File: src/rtl/aes_pkg.sv
// Shared AES control definitions for the encrypt- and decrypt-side state managers.
// Holds the controller state encodings and the state-matrix input-source codes.
package aes_pkg;

  typedef enum logic [5:0] {
    IDLE              = 6'd0,
    CTEXT_WRITE       = 6'd1,
    KEY_WRITE         = 6'd2,
    COMPUTE_ROUNDKEYS = 6'd3,
    INIT_ADDROUNDKEY  = 6'd4,
    INV_SHIFTROWS     = 6'd5,
    INV_SUBBYTES      = 6'd6,
    ADDROUNDKEY       = 6'd7,
    INV_MIXCOLUMNS    = 6'd8,
    DECRYPTION_DONE   = 6'd9,
    PTEXT_READ        = 6'd10
  } state_t;

  typedef enum logic [3:0] {
    SEL_EXTERNAL     = 4'd0,
    SEL_ADDROUNDKEY  = 4'd4,
    SEL_INVSUBBYTES  = 4'd5,
    SEL_INVSHIFTROWS = 4'd6,
    SEL_INVMIXCOLS   = 4'd7
  } mat_sel_t;

  localparam logic [3:0] LAST_ROUND = 4'd10;

endpackage

File: src/rtl/aes_dec_state_manager_if.sv
// Control bus between the AES decrypt state manager and its host/datapath.
//   master: host side (drives start requests and key-expansion status)
//   slave : state manager (drives status, debug and state-matrix controls)
interface aes_dec_state_manager_if;

  logic       start_write_n;
  logic       start_read_n;
  logic       key_expand_done;
  logic       done;
  logic [5:0] dbg_state;
  logic [3:0] dbg_round;
  logic [3:0] round_key_idx;
  logic [3:0] matrix_in_sel;
  logic       matrix_write_enable;
  logic       input_mat_row_col;
  logic       output_mat_row_col;
  logic [1:0] input_mat_idx;
  logic [1:0] output_mat_idx;
  logic       key_start;

  modport master (
    output start_write_n, start_read_n, key_expand_done,
    input  done, dbg_state, dbg_round, round_key_idx, matrix_in_sel,
           matrix_write_enable, input_mat_row_col, output_mat_row_col,
           input_mat_idx, output_mat_idx, key_start
  );

  modport slave (
    input  start_write_n, start_read_n, key_expand_done,
    output done, dbg_state, dbg_round, round_key_idx, matrix_in_sel,
           matrix_write_enable, input_mat_row_col, output_mat_row_col,
           input_mat_idx, output_mat_idx, key_start
  );

endinterface

File: src/rtl/aes_dec_round_counter.sv
// Round number and 4-cycle sub-step counter for the AES decrypt controller.
//   clock, reset_n : clock, async active-low reset
//   cnt_step/clr   : advance / clear the 2-bit count_4
//   rnd_load/val   : load round; rnd_dec: decrement (saturates at 0); rnd_clr: clear
//   count, round   : registered counter values
module aes_dec_round_counter (
  input  logic       clock,
  input  logic       reset_n,
  input  logic       cnt_step,
  input  logic       cnt_clr,
  input  logic       rnd_load,
  input  logic [3:0] rnd_load_val,
  input  logic       rnd_dec,
  input  logic       rnd_clr,
  output logic [1:0] count,
  output logic [3:0] round
);

  always_ff @(posedge clock or negedge reset_n) begin
    if (!reset_n) begin
      count <= '0;
      round <= '0;
    end else begin
      if (cnt_clr)       count <= '0;
      else if (cnt_step) count <= count + 2'd1;

      if (rnd_clr)                    round <= '0;
      else if (rnd_load)              round <= rnd_load_val;
      else if (rnd_dec && round != '0) round <= round - 4'd1;
    end
  end

endmodule

File: src/rtl/aes_dec_state_manager.sv
// AES-128 decryption controller: sequences ciphertext/key load, waits for key
// expansion, runs the 10 inverse rounds and hands out the plaintext.
//   clock, reset_n : clock, async active-low reset
//   bus (slave)    : start requests, key_expand_done, done, debug and
//                    state-matrix select/write/row-col/index controls, key_start
module aes_dec_state_manager
  import aes_pkg::*;
(
  input  logic                        clock,
  input  logic                        reset_n,
  aes_dec_state_manager_if.slave      bus
);

  state_t     state, state_next;
  logic [1:0] count;
  logic [3:0] round;
  logic       cnt_step, cnt_clr_fault, rnd_load, rnd_dec, rnd_clr;
  logic [3:0] rnd_load_val;
  logic       last;

  assign last = (count == 2'd3);

  always_ff @(posedge clock or negedge reset_n) begin
    if (!reset_n) state <= IDLE;
    else          state <= state_next;
  end

  always_comb begin
    state_next    = state;
    cnt_step      = 1'b0;
    cnt_clr_fault = 1'b0;
    rnd_load      = 1'b0;
    rnd_load_val  = '0;
    rnd_dec       = 1'b0;
    rnd_clr       = 1'b0;
    unique case (state)
      IDLE:              if (!bus.start_write_n) state_next = CTEXT_WRITE;
      CTEXT_WRITE: begin
        cnt_step = 1'b1;
        if (last) state_next = KEY_WRITE;
      end
      KEY_WRITE: begin
        cnt_step = 1'b1;
        if (last) state_next = COMPUTE_ROUNDKEYS;
      end
      COMPUTE_ROUNDKEYS: if (bus.key_expand_done) begin
        state_next   = INIT_ADDROUNDKEY;
        rnd_load     = 1'b1;
        rnd_load_val = LAST_ROUND;
      end
      INIT_ADDROUNDKEY: begin
        cnt_step = 1'b1;
        if (last) begin
          state_next   = INV_SHIFTROWS;
          rnd_load     = 1'b1;
          rnd_load_val = LAST_ROUND - 4'd1;
        end
      end
      INV_SHIFTROWS: begin
        cnt_step = 1'b1;
        if (last) state_next = INV_SUBBYTES;
      end
      INV_SUBBYTES: begin
        cnt_step = 1'b1;
        if (last) state_next = ADDROUNDKEY;
      end
      ADDROUNDKEY: begin
        cnt_step = 1'b1;
        if (last) state_next = (round == '0) ? DECRYPTION_DONE : INV_MIXCOLUMNS;
      end
      INV_MIXCOLUMNS: begin
        cnt_step = 1'b1;
        if (last) begin
          state_next = INV_SHIFTROWS;
          rnd_dec    = 1'b1;
        end
      end
      DECRYPTION_DONE:   if (!bus.start_read_n) state_next = PTEXT_READ;
      PTEXT_READ: begin
        cnt_step = 1'b1;
        if (last) state_next = IDLE;
      end
      default: begin
        state_next    = IDLE;
        cnt_clr_fault = 1'b1;
        rnd_clr       = 1'b1;
      end
    endcase
  end

  // count_4 restarts at 0 on every state change.
  aes_dec_round_counter u_round_counter (
    .clock        (clock),
    .reset_n      (reset_n),
    .cnt_step     (cnt_step),
    .cnt_clr      (cnt_clr_fault || (state_next != state)),
    .rnd_load     (rnd_load),
    .rnd_load_val (rnd_load_val),
    .rnd_dec      (rnd_dec),
    .rnd_clr      (rnd_clr),
    .count        (count),
    .round        (round)
  );

  always_comb begin
    bus.matrix_in_sel       = SEL_EXTERNAL;
    bus.matrix_write_enable = 1'b0;
    bus.input_mat_row_col   = 1'b0;
    bus.output_mat_row_col  = 1'b0;
    bus.input_mat_idx       = '0;
    bus.output_mat_idx      = '0;
    unique case (state)
      CTEXT_WRITE: begin
        bus.matrix_write_enable = 1'b1;
        bus.input_mat_row_col   = 1'b1;
        bus.input_mat_idx       = count;
      end
      INIT_ADDROUNDKEY, ADDROUNDKEY: begin
        bus.matrix_in_sel       = SEL_ADDROUNDKEY;
        bus.matrix_write_enable = 1'b1;
        bus.input_mat_row_col   = 1'b1;
        bus.output_mat_row_col  = 1'b1;
        bus.input_mat_idx       = count;
        bus.output_mat_idx      = count;
      end
      INV_SHIFTROWS: begin
        bus.matrix_in_sel       = SEL_INVSHIFTROWS;
        bus.matrix_write_enable = 1'b1;
        bus.input_mat_idx       = count;
        bus.output_mat_idx      = count;
      end
      INV_SUBBYTES: begin
        bus.matrix_in_sel       = SEL_INVSUBBYTES;
        bus.matrix_write_enable = 1'b1;
        bus.input_mat_idx       = count;
        bus.output_mat_idx      = count;
      end
      INV_MIXCOLUMNS: begin
        bus.matrix_in_sel       = SEL_INVMIXCOLS;
        bus.matrix_write_enable = 1'b1;
        bus.input_mat_row_col   = 1'b1;
        bus.output_mat_row_col  = 1'b1;
        bus.input_mat_idx       = count;
        bus.output_mat_idx      = count;
      end
      PTEXT_READ: begin
        bus.output_mat_row_col  = 1'b1;
        bus.output_mat_idx      = count;
      end
      default: ;
    endcase
  end

  assign bus.dbg_state     = state;
  assign bus.dbg_round     = round;
  assign bus.round_key_idx = round;
  assign bus.done          = (state == DECRYPTION_DONE);
  assign bus.key_start     = (state == KEY_WRITE) && (count == 2'd0);

endmodule

File: src/flat_wrapper.sv
// flat-port wrapper written by rule: the top's interface ports become plain ports
module aes_dec_state_manager_flat import aes_pkg::*;
  (clock, reset_n, bus_start_write_n, bus_start_read_n, bus_key_expand_done, bus_done, bus_dbg_state, bus_dbg_round, bus_round_key_idx, bus_matrix_in_sel, bus_matrix_write_enable, bus_input_mat_row_col, bus_output_mat_row_col, bus_input_mat_idx, bus_output_mat_idx, bus_key_start);
  aes_dec_state_manager_if bus_i ();
  input  logic clock;
  input  logic reset_n;
  input wire logic [$bits(bus_i.start_write_n)-1:0] bus_start_write_n;
  input wire logic [$bits(bus_i.start_read_n)-1:0] bus_start_read_n;
  input wire logic [$bits(bus_i.key_expand_done)-1:0] bus_key_expand_done;
  output wire logic [$bits(bus_i.done)-1:0] bus_done;
  output wire logic [$bits(bus_i.dbg_state)-1:0] bus_dbg_state;
  output wire logic [$bits(bus_i.dbg_round)-1:0] bus_dbg_round;
  output wire logic [$bits(bus_i.round_key_idx)-1:0] bus_round_key_idx;
  output wire logic [$bits(bus_i.matrix_in_sel)-1:0] bus_matrix_in_sel;
  output wire logic [$bits(bus_i.matrix_write_enable)-1:0] bus_matrix_write_enable;
  output wire logic [$bits(bus_i.input_mat_row_col)-1:0] bus_input_mat_row_col;
  output wire logic [$bits(bus_i.output_mat_row_col)-1:0] bus_output_mat_row_col;
  output wire logic [$bits(bus_i.input_mat_idx)-1:0] bus_input_mat_idx;
  output wire logic [$bits(bus_i.output_mat_idx)-1:0] bus_output_mat_idx;
  output wire logic [$bits(bus_i.key_start)-1:0] bus_key_start;
  assign bus_i.start_write_n = bus_start_write_n;
  assign bus_i.start_read_n = bus_start_read_n;
  assign bus_i.key_expand_done = bus_key_expand_done;
  assign bus_done = bus_i.done;
  assign bus_dbg_state = bus_i.dbg_state;
  assign bus_dbg_round = bus_i.dbg_round;
  assign bus_round_key_idx = bus_i.round_key_idx;
  assign bus_matrix_in_sel = bus_i.matrix_in_sel;
  assign bus_matrix_write_enable = bus_i.matrix_write_enable;
  assign bus_input_mat_row_col = bus_i.input_mat_row_col;
  assign bus_output_mat_row_col = bus_i.output_mat_row_col;
  assign bus_input_mat_idx = bus_i.input_mat_idx;
  assign bus_output_mat_idx = bus_i.output_mat_idx;
  assign bus_key_start = bus_i.key_start;
  aes_dec_state_manager u_core (.clock(clock), .reset_n(reset_n), .bus(bus_i));
endmodule
File: config.mk
export PLATFORM = sky130hd
export DESIGN_NAME = aes_dec_state_manager_flat
export DESIGN_NICKNAME = d
export VERILOG_FILES = /design/src/rtl/aes_pkg.sv /design/src/rtl/aes_dec_state_manager_if.sv /design/src/rtl/aes_dec_round_counter.sv /design/src/rtl/aes_dec_state_manager.sv /design/src/flat_wrapper.sv
export SDC_FILE = /design/constraint.sdc
export NUM_CORES = 1
export LEC_CHECK = 0
export ABC_AREA = 1
export ABC_CLOCK_PERIOD_IN_PS = 3400
export CORE_ASPECT_RATIO = 1.1
export CORE_UTILIZATION = 51
export CTS_CLUSTER_DIAMETER = 200
export DETAILED_ROUTE_END_ITERATION = 10
export GPL_ROUTABILITY_DRIVEN = 0
export HOLD_SLACK_MARGIN = 0.03
export PLACE_DENSITY_LB_ADDON = 0.15
export SLEW_MARGIN = 20
export SYNTH_ARGS = -nofsm -noshare
export SYNTH_HDL_FRONTEND = slang
export SYNTH_SLANG_ARGS = --single-unit
File: constraint.sdc
create_clock -name clock -period 3.4 [get_ports clock]
set_input_delay 0.68 -clock clock [delete_from_list [all_inputs] [get_ports clock]]
set_output_delay 0.68 -clock clock [all_outputs]
set_load 0.01 [all_outputs]
==> results by group <==
Logic synthesis
  • Syn Inst Count: 169
  • #FFs+latches synth: 12
  • Avg Inst Size Synth: ~6.7 um^2
  • Register area share after synthesis: a little over a quarter
  • Yosys warns: 0
  • Synth Cell Area: 1130 um^2
  • Unique masters post-synth: 25

Final layout
  • Layout fillers: 171
  • Fraction of layout instances using a drive strength above 1: about 17%
  • Finished Layout Cells: 228
  • Area of the multi-input gates: ~700 um^2
  • Final nets: 210
  • Register area: about 300 um^2
  • N_diodes: 0
  • Area Overhead vs Synth: 30.2%

Routing
  • Via Count: approximately 1300
  • Initial DRC Count: 56
  • Antenna Nets Post-Route: 0
  • DRC: 0
  • Vias/cell: 5.52
  • Avg WL per Cell: approximately 13 um
  • Total Wirelength: 2920 um
  • Drt pass-1 iters: 4

GRT
  • GRT Overall Usage: roughly 28%
  • Global-route wire length before repair: 4860 um
  • Grt ovf: 0
  • Initial antenna violation count: 0
  • Vias in the first global route: 1172
  • Largest net degree at the start of global routing: 13

Setup path
  • CP Launch Point: u_core.bus.dbg_state[3]
  • CP cell instances: inv_2, nand2_1, nor2_2, o21ai_2, nand3_1, nor2_4, nor2_1, clkdlybuf4s50_1
  • Critical path startpoint category: flop
  • Crit-path slowest cell: clkdlybuf4s50_1
  • Worst Path Required: 2.72 ns
  • Crit path kind: reg -> out
  • CP peak stage delay: 0.54 ns
  • Worst path top cell family by delay: buffers and inverters
  • FF-to-FF Start: u_core.bus.dbg_state[2]
  • Crit path DAT: 2.18 ns
  • Worst path bufs/invs: 2
  • Worst setup EP type: primary output
  • Largest fanout on the critical path: 5

CTS
  • Clock Root Buffer: clkbuf_4
  • Clock sink count: 12
  • Setup repair bufs after CTS: 0
  • Post-cts sizing count: 0
  • CTS tree: yes
  • Clk pin slew, worst setup/hold paths: 0.07 ns
  • Clock latency on the worst-skew pair: 0.28 ns
  • Longest Clk Path Bufs: 2
  • Hold_buf cts: 0
  • Number of buffers created by CTS: 3
  • Total number of H-tree levels: 1

Timing
  • Slew HR: 65.0%
  • Slew Limit Fails: 0
  • Worst Hold Margin: 0.626 ns
  • Max Clock Skew: ~0.009 ns
  • Fin crit share: between 80% and 90%
  • Crit path time final: 2.86 ns
  • Worst-margin pin slew: 0.523 ns
  • Setup TNS: 0 ns
  • Fmax: about 0.35 GHz
  • Setup violations, final: 0
  • Final Hold Fails: 0
  • RSZ-0062 raised after global routing: no

Placement
  • Inst Count DP: roughly 220
  • IO buf count: 30
  • DP HPWL: 2340 um

Floorplanning
  • IO Pins: 32
  • Row cnt: 17
  • Total core area: 2040 um^2
  • Initial Util: 55.3%
  • Die Wd: 46.9 um
  • DIE AREA: 2410 um^2
  • Die Ht: roughly 51 um

Power
  • Leak: 0.000758 uW
  • Worst IR Drop VDD: 337 uV
  • Total power: 331 uW
  • Power density over cell area: 225 nW/um^2

Run status
  • Status: completed

Worst hold path
  • HP Start: u_core.u_round_counter.round[3]
  • Hold WC Path Type: reg -> reg

Job
  • Max-cap violation count: 0
==> worst min-delay path, delay by kind of cell, from the launching register on <==
kind            cells  cell delay (ns)
flops               1             0.41
simple gates        1             0.06
compound gates      1             0.12
==> metrics by stage <==
stage	util, %	cell area, um^2	setup slack [ns]
3_5_place_dp	70.3	1440	0.856
6_report	72.1	1470	0.540
4_1_cts	72.1	1470	0.544
3_3_place_gp	70.3	1440	0.900
5_1_grt	72.1	1470	0.409
2_1_floorplan	-	1140	1.45
==> cells in the mapped netlist <==
library cell | n | area share [%]
nor2_2 | 5 | 2.8
o21ai_2 | 1 | 0.78
nand2_2 | 3 | 1.7
buf_4 | 5 | 3.3
o21ai_1 | 1 | 0.44
xor2_1 | 2 | 1.6
nand3_1 | 17 | 7.5
dfrtp_1 | 12 | 27
inv_2 | 7 | 2.3
a21oi_1 | 6 | 2.7
nand2_1 | 38 | 13
ha_1 | 4 | 4.4
nand4_1 | 3 | 1.7
nor3_1 | 2 | 0.89
o21ai_0 | 3 | 1.3
nand2_4 | 1 | 1.0
nand3b_1 | 1 | 0.66
nor2_4 | 5 | 5.0
nand3_2 | 7 | 6.2
nor4_1 | 2 | 1.1
nor2_1 | 22 | 7.3
o21bai_1 | 1 | 0.66
inv_1 | 19 | 6.3
conb_1 | 1 | 0.33
nor3_2 | 1 | 0.89
==> path summary, 6_finish.rpt <==
kind,cells after the start,slack [ns],endpoint
min,2,0.63,u_core.u_round_counter.round[3]
min reg2reg,2,0.63,u_core.u_round_counter.round[3]
max in group asynchronous,1,2.30,u_core.bus.dbg_state[4]
min in group asynchronous,1,0.74,u_core.u_round_counter.round[2]
max,8,0.54,bus_input_mat_idx[0]
max reg2reg,9,1.48,u_core.u_round_counter.count[1]
==> sequential cells by signal, summed over array words and instances (netlist names) <==
signal,count
u_core.bus.dbg_state,6
u_core.u_round_counter.count,2
u_core.u_round_counter.round,4
==> area by class of cell <==
| class | count | area share [%] |
|---|---|---|
| Tap cell | 28 | 2.38 |
| Clock buffer | 4 | 2.47 |
| Inverter | 26 | 6.63 |
| Timing Repair Buffer | 30 | 20.4 |
| Sequential cell | 12 | 20.4 |
| Multi-Input combinational cell | 128 | 47.7 |
==> metal layers <==
layer  routed length (um)  part of all wire [%]  GRT usage, %  vias to the layer above
met5                    0                     0             0                        -
li1                     -                     -             -                      594
met4                    7                  0.24          7.14                        0
met2                 1460                    50          44.0                       66
met3                  253                   8.7          8.83                        2
met1                 1200                    41          36.1                      596
==> cell families (layout without fill, tap and decap cells) <==
logic type / after synthesis / after routing / synth area share, %
AOI/OAI and AO/OA: 12 / 12 / 5.87
and+or+nand+nor: 107 / 107 / 49.3
xor gates and xnor gates: 2 / 2 / 1.55
other: 1 / 3 / 0.332
buffers and inverters: 31 / 60 / 12.0
adders and majority gates: 4 / 4 / 4.43
DFF: 12 / 12 / 26.6
==> where the power goes <==
part / total, uW / switching, uW / internal [uW] / leakage, uW
Combinational: 66.0 / 36.0 / 30.0 / 0.000577
Sequential: 154 / 6.16 / 148 / 0.000160
Clock: 112 / 46.5 / 65.1 / 0.0000210
Total: 331 / 88.7 / 243 / 0.000758
==> layout by cell type (no fill, tap or decap), types with 4 or more instances in the layout <==
master / instances
nand3_1: 17
dfrtp_1: 12
nor2_4: 5
nor2_1: 22
nor2_2: 5
inv_1: 19
nand3_2: 7
clkdlybuf4s50_1: 30
nand2_1: 38
ha_1: 4
a21oi_1: 6
inv_2: 7
No activity file was read; power rests on OpenSTA's default activity.
